--- src/rtl/uart_cmd_master_pkg.sv ---
// Shared types and helpers for the UART command master: FSM states, command
// field positions and the frame parity function.
package uart_cmd_master_pkg;

  localparam int unsigned MAX_FRAME_BITS = 9;

  typedef enum logic [3:0] {
    IDLE,
    TX_START,
    TX_DATA,
    TX_PAR,
    TX_STOP,
    GAP,
    RX_WAIT,
    RX_START,
    RX_DATA,
    RX_PAR,
    RX_STOP,
    DONE
  } state_e;

  // Bit position of the read/write flag inside a command word
  function automatic int unsigned cmd_rw_idx(input int unsigned frame_bits);
    return 2 * frame_bits - 1;
  endfunction

  // Zero-extended payload bits do not change the XOR, so one width serves all frames
  function automatic logic parity_fn(input logic [MAX_FRAME_BITS-1:0] data, input logic odd);
    return (^data) ^ odd;
  endfunction

endpackage

--- src/rtl/uart_cmd_master_if.sv ---
// Host-side command/response bundle of the UART command master.
interface uart_cmd_master_if #(
  parameter int unsigned FRAME_BITS = 8
);

  localparam int unsigned CMD_W = 2 * FRAME_BITS;

  logic [CMD_W-1:0]      cmd_in;
  logic                  cmd_vld;
  logic                  cmd_rdy;
  logic [FRAME_BITS-1:0] read_data;
  logic                  read_vld;
  logic                  err_parity;
  logic                  err_frame;
  logic                  err_timeout;

  modport master (
    output cmd_in, cmd_vld,
    input  cmd_rdy, read_data, read_vld, err_parity, err_frame, err_timeout
  );

  modport slave (
    input  cmd_in, cmd_vld,
    output cmd_rdy, read_data, read_vld, err_parity, err_frame, err_timeout
  );

endinterface

--- src/rtl/uart_cmd_master_baud_cnt.sv ---
// Bit-time counter shared by the TX and RX paths; restarts on clr.
module uart_cmd_master_baud_cnt #(
  parameter int unsigned CLK_DIV = 434
) (
  input  logic clk,
  input  logic rst,
  input  logic clr,
  output logic tick_end,
  output logic tick_mid
);

  localparam int unsigned CNT_W = $clog2(CLK_DIV);

  logic [CNT_W-1:0] cnt_q;
  logic [CNT_W-1:0] cnt_d;

  assign tick_end = (cnt_q == CNT_W'(CLK_DIV - 1));
  assign tick_mid = (cnt_q == CNT_W'(CLK_DIV / 2));

  always_comb begin
    cnt_d = cnt_q + CNT_W'(1);
    if (clr || tick_end) begin
      cnt_d = '0;
    end
  end

  always_ff @(posedge clk or posedge rst) begin
    if (rst) begin
      cnt_q <= '0;
    end else begin
      cnt_q <= cnt_d;
    end
  end

endmodule

--- src/rtl/uart_cmd_master.sv ---
// UART register-access master: sends a two-frame write, or an address frame
// followed by capture of one reply frame, reporting parity/framing/timeout errors.
module uart_cmd_master
  import uart_cmd_master_pkg::*;
#(
  parameter int unsigned CLK_DIV    = 434,
  parameter int unsigned FRAME_BITS = 8,
  parameter int unsigned PARITY_EN  = 1,
  parameter int unsigned PARITY_ODD = 0,
  parameter int unsigned STOP_BITS  = 1,
  parameter int unsigned GAP_BITS   = 16,
  parameter int unsigned RX_TO_BITS = 64
) (
  input  logic               clk,
  input  logic               rst,
  uart_cmd_master_if.slave   bus,
  input  logic               rx,
  output logic               tx
);

  localparam int unsigned CMD_W   = 2 * FRAME_BITS;
  localparam int unsigned CMD_RW  = cmd_rw_idx(FRAME_BITS);
  localparam int unsigned BIT_MX0 = (FRAME_BITS > GAP_BITS) ? FRAME_BITS : GAP_BITS;
  localparam int unsigned BIT_MAX = (BIT_MX0 > STOP_BITS) ? BIT_MX0 : STOP_BITS;
  localparam int unsigned BIT_W   = $clog2(BIT_MAX + 1);
  localparam int unsigned TO_W    = $clog2(RX_TO_BITS + 1);
  localparam logic        PAR_ODD = (PARITY_ODD != 0);
  localparam state_e      TX_AFTER_DATA = (PARITY_EN != 0) ? TX_PAR : TX_STOP;
  localparam state_e      RX_AFTER_DATA = (PARITY_EN != 0) ? RX_PAR : RX_STOP;

  state_e                state_q, state_d;
  logic [CMD_W-1:0]      cmd_q, cmd_d;
  logic                  frame_sel_q, frame_sel_d;
  logic [BIT_W-1:0]      bit_cnt_q, bit_cnt_d;
  logic [TO_W-1:0]       to_cnt_q, to_cnt_d;
  logic [FRAME_BITS-1:0] rx_shift_q, rx_shift_d;
  logic                  rx_s1_q, rx_s1_d;
  logic                  rx_s2_q, rx_s2_d;
  logic                  rx_prev_q, rx_prev_d;
  logic                  tx_q, tx_d;
  logic                  cmd_rdy_q, cmd_rdy_d;
  logic                  read_vld_q, read_vld_d;
  logic [FRAME_BITS-1:0] read_data_q, read_data_d;
  logic                  err_parity_q, err_parity_d;
  logic                  err_frame_q, err_frame_d;
  logic                  err_timeout_q, err_timeout_d;

  logic                  tick_end_c;
  logic                  tick_mid_c;
  logic                  baud_clr_c;
  logic                  rx_fall_c;
  logic [FRAME_BITS-1:0] tx_frame_c;
  logic [FRAME_BITS-1:0] tx_shift_c;

  // Every state change restarts the bit timer, so bit edges follow the FSM
  assign baud_clr_c = (state_d != state_q);
  assign rx_fall_c  = rx_prev_q & ~rx_s2_q;

  uart_cmd_master_baud_cnt #(
    .CLK_DIV (CLK_DIV)
  ) u_baud (
    .clk      (clk),
    .rst      (rst),
    .clr      (baud_clr_c),
    .tick_end (tick_end_c),
    .tick_mid (tick_mid_c)
  );

  always_comb begin
    state_d       = state_q;
    cmd_d         = cmd_q;
    frame_sel_d   = frame_sel_q;
    bit_cnt_d     = bit_cnt_q;
    to_cnt_d      = to_cnt_q;
    rx_shift_d    = rx_shift_q;
    read_vld_d    = 1'b0;
    read_data_d   = read_data_q;
    err_parity_d  = err_parity_q;
    err_frame_d   = err_frame_q;
    err_timeout_d = err_timeout_q;
    rx_s1_d       = rx;
    rx_s2_d       = rx_s1_q;
    rx_prev_d     = rx_s2_q;

    case (state_q)
      IDLE: begin
        if (bus.cmd_vld && cmd_rdy_q) begin
          cmd_d         = bus.cmd_in;
          frame_sel_d   = 1'b0;
          err_parity_d  = 1'b0;
          err_frame_d   = 1'b0;
          err_timeout_d = 1'b0;
          state_d       = TX_START;
        end
      end
      TX_START: begin
        if (tick_end_c) begin
          bit_cnt_d = '0;
          state_d   = TX_DATA;
        end
      end
      TX_DATA: begin
        if (tick_end_c) begin
          if (bit_cnt_q == BIT_W'(FRAME_BITS - 1)) begin
            bit_cnt_d = '0;
            state_d   = TX_AFTER_DATA;
          end else begin
            bit_cnt_d = bit_cnt_q + BIT_W'(1);
          end
        end
      end
      TX_PAR: begin
        if (tick_end_c) begin
          bit_cnt_d = '0;
          state_d   = TX_STOP;
        end
      end
      TX_STOP: begin
        if (tick_end_c) begin
          if (bit_cnt_q == BIT_W'(STOP_BITS - 1)) begin
            bit_cnt_d = '0;
            if (!cmd_q[CMD_RW]) begin
              to_cnt_d = '0;
              state_d  = RX_WAIT;
            end else if (!frame_sel_q) begin
              state_d = GAP;
            end else begin
              state_d = DONE;
            end
          end else begin
            bit_cnt_d = bit_cnt_q + BIT_W'(1);
          end
        end
      end
      GAP: begin
        if (tick_end_c) begin
          if (bit_cnt_q == BIT_W'(GAP_BITS - 1)) begin
            bit_cnt_d   = '0;
            frame_sel_d = 1'b1;
            state_d     = TX_START;
          end else begin
            bit_cnt_d = bit_cnt_q + BIT_W'(1);
          end
        end
      end
      // Timeout count survives glitch bounces through RX_START
      RX_WAIT: begin
        if (rx_fall_c) begin
          state_d = RX_START;
        end else if (tick_end_c) begin
          if (to_cnt_q == TO_W'(RX_TO_BITS - 1)) begin
            err_timeout_d = 1'b1;
            read_vld_d    = 1'b1;
            state_d       = DONE;
          end else begin
            to_cnt_d = to_cnt_q + TO_W'(1);
          end
        end
      end
      // Restarting the timer at mid start bit puts later tick_end on mid-bit
      RX_START: begin
        if (tick_mid_c) begin
          bit_cnt_d = '0;
          state_d   = rx_s2_q ? RX_WAIT : RX_DATA;
        end
      end
      RX_DATA: begin
        if (tick_end_c) begin
          rx_shift_d = {rx_s2_q, rx_shift_q[FRAME_BITS-1:1]};
          if (bit_cnt_q == BIT_W'(FRAME_BITS - 1)) begin
            bit_cnt_d = '0;
            state_d   = RX_AFTER_DATA;
          end else begin
            bit_cnt_d = bit_cnt_q + BIT_W'(1);
          end
        end
      end
      RX_PAR: begin
        if (tick_end_c) begin
          err_parity_d = rx_s2_q ^ parity_fn(MAX_FRAME_BITS'(rx_shift_q), PAR_ODD);
          state_d      = RX_STOP;
        end
      end
      RX_STOP: begin
        if (tick_end_c) begin
          err_frame_d = ~rx_s2_q;
          read_data_d = rx_shift_q;
          read_vld_d  = 1'b1;
          state_d     = DONE;
        end
      end
      DONE: begin
        state_d = IDLE;
      end
      default: begin
        state_d = IDLE;
      end
    endcase

    // Ready rises one cycle after returning to IDLE and drops on acceptance
    cmd_rdy_d = (state_q == IDLE) && (state_d == IDLE);

    // tx is registered from the next state so the line tracks the FSM exactly
    tx_frame_c = frame_sel_d ? cmd_d[FRAME_BITS-1:0] : cmd_d[CMD_W-1:FRAME_BITS];
    tx_shift_c = tx_frame_c >> bit_cnt_d;
    case (state_d)
      TX_START: tx_d = 1'b0;
      TX_DATA:  tx_d = tx_shift_c[0];
      TX_PAR:   tx_d = parity_fn(MAX_FRAME_BITS'(tx_frame_c), PAR_ODD);
      default:  tx_d = 1'b1;
    endcase
  end

  always_ff @(posedge clk or posedge rst) begin
    if (rst) begin
      state_q       <= IDLE;
      cmd_q         <= '0;
      frame_sel_q   <= 1'b0;
      bit_cnt_q     <= '0;
      to_cnt_q      <= '0;
      rx_shift_q    <= '0;
      rx_s1_q       <= 1'b1;
      rx_s2_q       <= 1'b1;
      rx_prev_q     <= 1'b1;
      tx_q          <= 1'b1;
      cmd_rdy_q     <= 1'b1;
      read_vld_q    <= 1'b0;
      read_data_q   <= '0;
      err_parity_q  <= 1'b0;
      err_frame_q   <= 1'b0;
      err_timeout_q <= 1'b0;
    end else begin
      state_q       <= state_d;
      cmd_q         <= cmd_d;
      frame_sel_q   <= frame_sel_d;
      bit_cnt_q     <= bit_cnt_d;
      to_cnt_q      <= to_cnt_d;
      rx_shift_q    <= rx_shift_d;
      rx_s1_q       <= rx_s1_d;
      rx_s2_q       <= rx_s2_d;
      rx_prev_q     <= rx_prev_d;
      tx_q          <= tx_d;
      cmd_rdy_q     <= cmd_rdy_d;
      read_vld_q    <= read_vld_d;
      read_data_q   <= read_data_d;
      err_parity_q  <= err_parity_d;
      err_frame_q   <= err_frame_d;
      err_timeout_q <= err_timeout_d;
    end
  end

  assign tx              = tx_q;
  assign bus.cmd_rdy     = cmd_rdy_q;
  assign bus.read_vld    = read_vld_q;
  assign bus.read_data   = read_data_q;
  assign bus.err_parity  = err_parity_q;
  assign bus.err_frame   = err_frame_q;
  assign bus.err_timeout = err_timeout_q;

endmodule

--- src/flat_wrapper.sv ---
// flat-port wrapper written by rule: the top's interface ports become plain ports
module uart_cmd_master_flat import uart_cmd_master_pkg::*;
#(
  parameter int unsigned CLK_DIV    = 434,
  parameter int unsigned FRAME_BITS = 8,
  parameter int unsigned PARITY_EN  = 1,
  parameter int unsigned PARITY_ODD = 0,
  parameter int unsigned STOP_BITS  = 1,
  parameter int unsigned GAP_BITS   = 16,
  parameter int unsigned RX_TO_BITS = 64
)
  (clk, rst, rx, tx, bus_cmd_in, bus_cmd_vld, bus_cmd_rdy, bus_read_data, bus_read_vld, bus_err_parity, bus_err_frame, bus_err_timeout);
  uart_cmd_master_if #(.FRAME_BITS(FRAME_BITS)) bus_i ();
  input  logic clk;
  input  logic rst;
  input  logic rx;
  output logic tx;
  input wire logic [$bits(bus_i.cmd_in)-1:0] bus_cmd_in;
  input wire logic [$bits(bus_i.cmd_vld)-1:0] bus_cmd_vld;
  output wire logic [$bits(bus_i.cmd_rdy)-1:0] bus_cmd_rdy;
  output wire logic [$bits(bus_i.read_data)-1:0] bus_read_data;
  output wire logic [$bits(bus_i.read_vld)-1:0] bus_read_vld;
  output wire logic [$bits(bus_i.err_parity)-1:0] bus_err_parity;
  output wire logic [$bits(bus_i.err_frame)-1:0] bus_err_frame;
  output wire logic [$bits(bus_i.err_timeout)-1:0] bus_err_timeout;
  assign bus_i.cmd_in = bus_cmd_in;
  assign bus_i.cmd_vld = bus_cmd_vld;
  assign bus_cmd_rdy = bus_i.cmd_rdy;
  assign bus_read_data = bus_i.read_data;
  assign bus_read_vld = bus_i.read_vld;
  assign bus_err_parity = bus_i.err_parity;
  assign bus_err_frame = bus_i.err_frame;
  assign bus_err_timeout = bus_i.err_timeout;
  uart_cmd_master #(.CLK_DIV(CLK_DIV), .FRAME_BITS(FRAME_BITS), .PARITY_EN(PARITY_EN), .PARITY_ODD(PARITY_ODD), .STOP_BITS(STOP_BITS), .GAP_BITS(GAP_BITS), .RX_TO_BITS(RX_TO_BITS)) u_core (.clk(clk), .rst(rst), .bus(bus_i), .rx(rx), .tx(tx));
endmodule
--- config.mk ---
export PLATFORM = sky130hd
export DESIGN_NAME = uart_cmd_master_flat
export DESIGN_NICKNAME = d
export VERILOG_FILES = /design/src/rtl/uart_cmd_master_pkg.sv /design/src/rtl/uart_cmd_master_if.sv /design/src/rtl/uart_cmd_master_baud_cnt.sv /design/src/rtl/uart_cmd_master.sv /design/src/flat_wrapper.sv
export SDC_FILE = /design/constraint.sdc
export NUM_CORES = 1
export LEC_CHECK = 0
export BUFFER_PORTS_ARGS = -buffer_cell sky130_fd_sc_hd__buf_2
export CAP_MARGIN = 20
export CORE_MARGIN = 4
export CORE_UTILIZATION = 36
export CTS_CLUSTER_DIAMETER = 50
export DETAILED_ROUTE_END_ITERATION = 8
export PLACE_DENSITY = 0.58
export SYNTH_ARGS = -nofsm -noshare
export SYNTH_HDL_FRONTEND = slang
export SYNTH_SLANG_ARGS = --single-unit
--- constraint.sdc ---
create_clock -name clk -period 3.3 [get_ports clk]
set_input_delay 0.165 -clock clk [delete_from_list [all_inputs] [get_ports clk]]
set_output_delay 0.165 -clock clk [all_outputs]
set_load 0.02 [all_outputs]
Word-level counts from Yosys, hierarchy flattened. Cells that the tools add are included.

Output and inout bits: 14. Memory bits (read-only): 0. Logic and storage cells: 133. Bits in writable memories: 0. Memories kept: 0. Latch bits: 0. Register bits: 67.

Reduce and logical (&&, ||, !) cells: 20. Order comparisons: 0. Multiplexer cells: 60. Multipliers: 0. Eq/ne operators: 29. Add/subtract/negate cells: 3. Shift-type cells: 1. Div/mod/pow operators: 0. Bitwise logic cells: 3.

Operators by type and width (number): two-way mux 4 bit (20); one-hot mux 4 bit (11 select lines) (1); two-way mux 7 bit (6); two-way mux 5 bit (8); two-way mux 16 bit (2); one-hot mux 5 bit (5 select lines) (1); parity 9 bit (2); == test 4 x 2 -> 1 bit (second input constant) (4); == test 4 x 3 -> 1 bit (second input constant) (4); != test 2 bit (second input constant) (7); one-hot mux 7 bit (2 select lines) (1); two-way mux 1 bit (13); == test 4 bit (second input constant) (3); one-hot mux 1 bit (2 select lines) (5); adder 9 x 1 -> 9 bit (second input constant) (1); == test 9 x 8 -> 1 bit (second input constant) (1); == test 9 bit (second input constant) (1); two-way mux 9 bit (1); == test 4 x 1 -> 1 bit (second input constant) (2); logical NOT 4 bit (2); two-way mux 8 bit (1); nonzero test 2 bit (4); >> shifter 8 x 5 -> 1 bit (1); adder 7 x 1 -> 7 bit (second input constant) (1); 18 further kinds (24).

Logic depth before layout (Yosys ltp).
Word-level depth: 8. Mapped depth: 12. Depth with buffers taken out: 11.

By module. From an unflattened synthesis, not the netlist that was laid out.

Cell total of the unflattened synthesis: 437. Area total of the unflattened synthesis: 4038.9 µm².

By module, submodules not included: uart_cmd_master (times used 1, sequential area each 1457.6 µm², cells an instance 383, area each 3528.4 µm²); uart_cmd_master_baud_cnt (times used 1, sequential area each 225.2 µm², cells an instance 54, area each 510.5 µm²).

Worst setup path after synthesis. OpenSTA, ideal clock, no wires.

Path type: register to register. From: register u_core.bit_cnt_q[0]. To: register u_core.tx_q, in the netlist u_core.tx. Arrival time: 2.716 ns. Buffers on the path: 0. Cell stages (with the launch flop): 12. Setup slack: 0.495 ns. Period minus slack after synthesis: 2.805 ns. Path through: dfrtp_1 -> ha_1 -> nand3_1 -> inv_1 -> ha_1 -> and4_1 -> a2111oi_1 -> a211oi_1 -> o211a_1 -> or4_1 -> a31oi_1 -> nand4_1.

Cells in the longest elaborated chain, start to end: 7.

Ends and longest elaborated chain: start: declaration (line uart_cmd_master.sv:34) `logic [BIT_W-1:0] bit_cnt_q, bit_cnt_d;`; start signal: assignment (line uart_cmd_master.sv:236) `bit_cnt_q <= bit_cnt_d;`; parallel branches: the longest is 6 deep, another holds adder 5 x 1 -> 5 bit; one-hot mux 1 bit (3 select lines) * (line uart_cmd_master.sv:206) `case (state_d)`; named net u_core.tx_d (line uart_cmd_master.sv:40) `logic tx_q, tx_d;`; end signal: assignment (line uart_cmd_master.sv:242) `tx_q <= tx_d;`; end: declaration (line uart_cmd_master.sv:40).

Mark *: on every way through the listed nets, which the timed path passes. A chain may end at the register's enable or synchronous reset.

Final worst setup path.
From: register u_core.state_q[0]. To: register u_core.tx_q, in the netlist u_core.tx.

Cells in the longest elaborated chain, start to end: 6.

Ends and longest elaborated chain: start: declaration (line uart_cmd_master.sv:31) `state_e state_q, state_d;`; start signal: assignment (line uart_cmd_master.sv:233) `state_q <= state_d;`; parallel branches: the longest is 5 deep, another holds >> shifter 8 x 5 -> 1 bit; one-hot mux 1 bit (3 select lines) * (line uart_cmd_master.sv:206); named net u_core.tx_d (line uart_cmd_master.sv:40).

Marked as above.

==> results by group <==
Outcome
  • Status: finished clean

Global route
  • Global-route wire length before repair: 16.2 mm
  • Largest net degree at the start of global routing: 44
  • Initial antenna violation count: 0
  • Total GRT Usage: 0.158
  • Overflow after GRT: 0
  • Vias in the first global route: 3,198

Detailed routing
  • Vias post-DR: 3,351
  • DR WL/cell: 16.2 um
  • Remaining DRCs: 0
  • Routed WL: 9.58 mm
  • Initial DRT Pass Iterations: 6
  • Post-route ant nets: 0
  • Vias/cell: 5.68
  • Drt first-iter violations: 350

Placed design
  • # port buffers: 33
  • Gp weighted congestion: 0.913
  • DP Wirelength: 7.01 mm
  • Post-DP Area: 4290 um2
  • Post-place setup slack: 176 ps

Logic synthesis
  • Mapped Cells: 399
  • YS warnings: 0
  • Sequential area share after synthesis: 0.432
  • Top FF cell, synth: dfrtp_1
  • FF+latch count, synth: 67
  • Synth Cell Area: 3890 um2
  • Net Count, Synth: 426
  • Asr flop ratio synth: 1.00
  • EDFF count, synth: 0
  • Synth Area per Inst: 9.76 um2
  • Netlist cell types: 69

Floorplan
  • Die Height: 112 um
  • IO Count: 34
  • Die X: 112 um
  • Initial Util: 0.374
  • Row count: 37
  • Die footprint: 12,500 um2
  • Core Box Area: 10,400 um2

Power and ir drop
  • Pwr/cell area: 375 nW/um2
  • Logic pwr share: 0.018
  • Leakage: 2.17 nW
  • VDD IR max: 249 uV
  • Switching share of power: 0.217
  • Clock share of power: 0.500
  • Sequential group share of total power: 0.481
  • Internal power: 1.34 mW
  • Sw power: 372 uW

Timing
  • WHS: 65.2 ps
  • FMAX: 324 MHz
  • Crit share post-route: 0.936
  • Endpoints failing setup: 0
  • Worst-Margin Slew: 795 ps
  • Final Hold Viols: 0
  • Slack of the critical path: 211 ps
  • Max_slew headroom: 0.468
  • Total negative slack: 0 ps
  • Clk_skew: 14.7 ps
  • Final min period: 3090 ps
  • Slew Limit Fails: 0
  • RSZ-0062 raised after global routing: no

Cells and area
  • Area Growth Syn to Fin: 17.3%
  • Footprint of the multi-input gates: 2060 um2
  • Most common cell after layout, fill and taps aside: dfrtp_1
  • Commonest cells after routing, fill and taps aside: dfrtp_1, buf_2, nor2_1, nand2_1
  • Post-route cell area: 4570 um2
  • Storage cell area: 1680 um2
  • Layout cell share with drive strength beyond 1: 0.222
  • Util after Layout: 0.439
  • Final #Nets: 476
  • Fillers: 1,030
  • Ant. Diodes: 0

Clock network
  • Clock-pin transition on the worst setup and hold timing paths: 80 ps
  • CTS tree: yes
  • CTS Sinks: 67
  • Clock Tree Root: clkbuf_8
  • Clk buf depth: 2
  • TritonCTS buffer count: 9
  • Clk_lat worst skew: 350 ps
  • Resized Gates After CTS: 0
  • Clock H-tree levels: 3

Setup path
  • CP max FO: 15
  • Crit path required time: 3560 ps
  • R2R Setup Slk: 210 ps
  • Startpoint types: flop
  • Crit end category: flop
  • CP Data Arrival Time: 3350 ps
  • WS Path Type: reg -> reg

Hold path
  • Hold WC Path Type: in -> reg

Run
  • MaxCap Viol Count: 0
what timing repair did:
action                     CTS  global route
hold buffers                 2             0
setup buffers                0             1
hold endpoints to repair    24             0
setup endpoints to repair    0             1
critical path: stages, from the launching register on:
cell,delay [ps]
dfrtp_1,490
or4_1,590
o21ai_4,410
nand4_2,250
o211a_1,210
o211a_1,240
or4_1,510
a31oi_1,180
nand4_1,120
power groups by stage:
| stage | registers (mW) | logic (mW) | clock network (mW) |
|---|---|---|---|
| finish | 0.826 | 0.0315 | 0.858 |
| global route | 0.826 | 0.0377 | 0.912 |
| CTS | 0.826 | 0.0332 | 0.879 |
| detailed placement | 0.842 | 0.0314 | 0 |
| global placement | 0.842 | 0.0307 | 0 |
| floorplan | 0.841 | 0.0141 | 0 |
cells in the mapped netlist, drive strengths merged (4+ instances only):
cell | count | area, um2
and3 | 11 | 68.8
a211oi | 5 | 37.5
nand4 | 11 | 81.3
buf | 11 | 71.3
a2111oi | 4 | 38.8
a21oi | 13 | 65.1
dfrtp | 62 | 1550
mux2 | 15 | 169
a221o | 5 | 50.1
nand2 | 29 | 109
nand4b | 4 | 35.0
xnor2 | 12 | 105
o211a | 4 | 40.0
nor3 | 7 | 35.0
a221oi | 5 | 43.8
xor2 | 9 | 78.8
inv | 13 | 48.8
nor2b | 5 | 31.3
ha | 7 | 87.6
dfstp | 5 | 131
o211ai | 5 | 37.5
a21o | 12 | 90.1
nor2 | 32 | 120
o21ai | 21 | 116
nand3 | 23 | 115
a31oi | 5 | 31.3
and2 | 6 | 37.5
clkbuf | 8 | 30.0
metrics by stage:
stage               total power [mW]  std cells
floorplan                      0.855        399
global placement               0.872        571
detailed placement             0.873        571
CTS                             1.74        589
global route                    1.78        590
finish                          1.72        590
logic make-up (layout without fill, tap and decap cells):
logic type	count (synthesis)	in the layout	share of synthesized area
AOI/OAI and AO/OA	101	101	0.189
xor gates and xnor gates	21	21	0.0472
adders and majority gates	7	7	0.0225
buffers and inverters	32	87	0.0385
DFF	67	67	0.432
muxes	16	16	0.0459
and+or+nand+nor	155	155	0.225
worst paths after layout:
| check | end | cells after the start | startpoint |
|---|---|---|---|
| setup / recovery | u_core.tx | 8 | u_core.state_q[0] |
| hold / removal | u_core.cmd_q[14] | 3 | bus_cmd_in[14] |
| setup reg to reg | u_core.tx | 8 | u_core.state_q[0] |
| hold reg to reg | u_core.rx_prev_d | 0 | u_core.rx_s1_q |
| max in group asynchronous | u_core.bus.cmd_rdy | 4 | rst |
| min in group asynchronous | u_core.u_baud.cnt_q[6] | 3 | rst |
cell type report:
| type | count | area share |
|---|---|---|
| multi-input combinational | 300 | 0.451 |
| sequential | 67 | 0.368 |
| timing repair buffer | 58 | 0.0783 |
| tap | 136 | 0.0372 |
| clock buffer | 9 | 0.0271 |
| clock inverter | 7 | 0.0271 |
| inverter | 13 | 0.0107 |
per-layer routing:
layer  vias to the layer above  track usage  routed length, um
met5                         -            0                  0
met4                         0       0.0641                218
met3                        16       0.0280                525
met2                       115        0.236               4280
met1                      1624        0.227               4560
li1                       1596            -                  -
state kept, by name, summed over array words and instances (netlist names), 4 cells and up:
name,count
u_core.u_baud.cnt_q,9
u_core.cmd_q,16
u_core.state_q,4
u_core.bus.read_data,8
u_core.to_cnt_q,7
u_core.bit_cnt_q,5
u_core.rx_shift_q,8
Power figures use the tool's default switching activity.
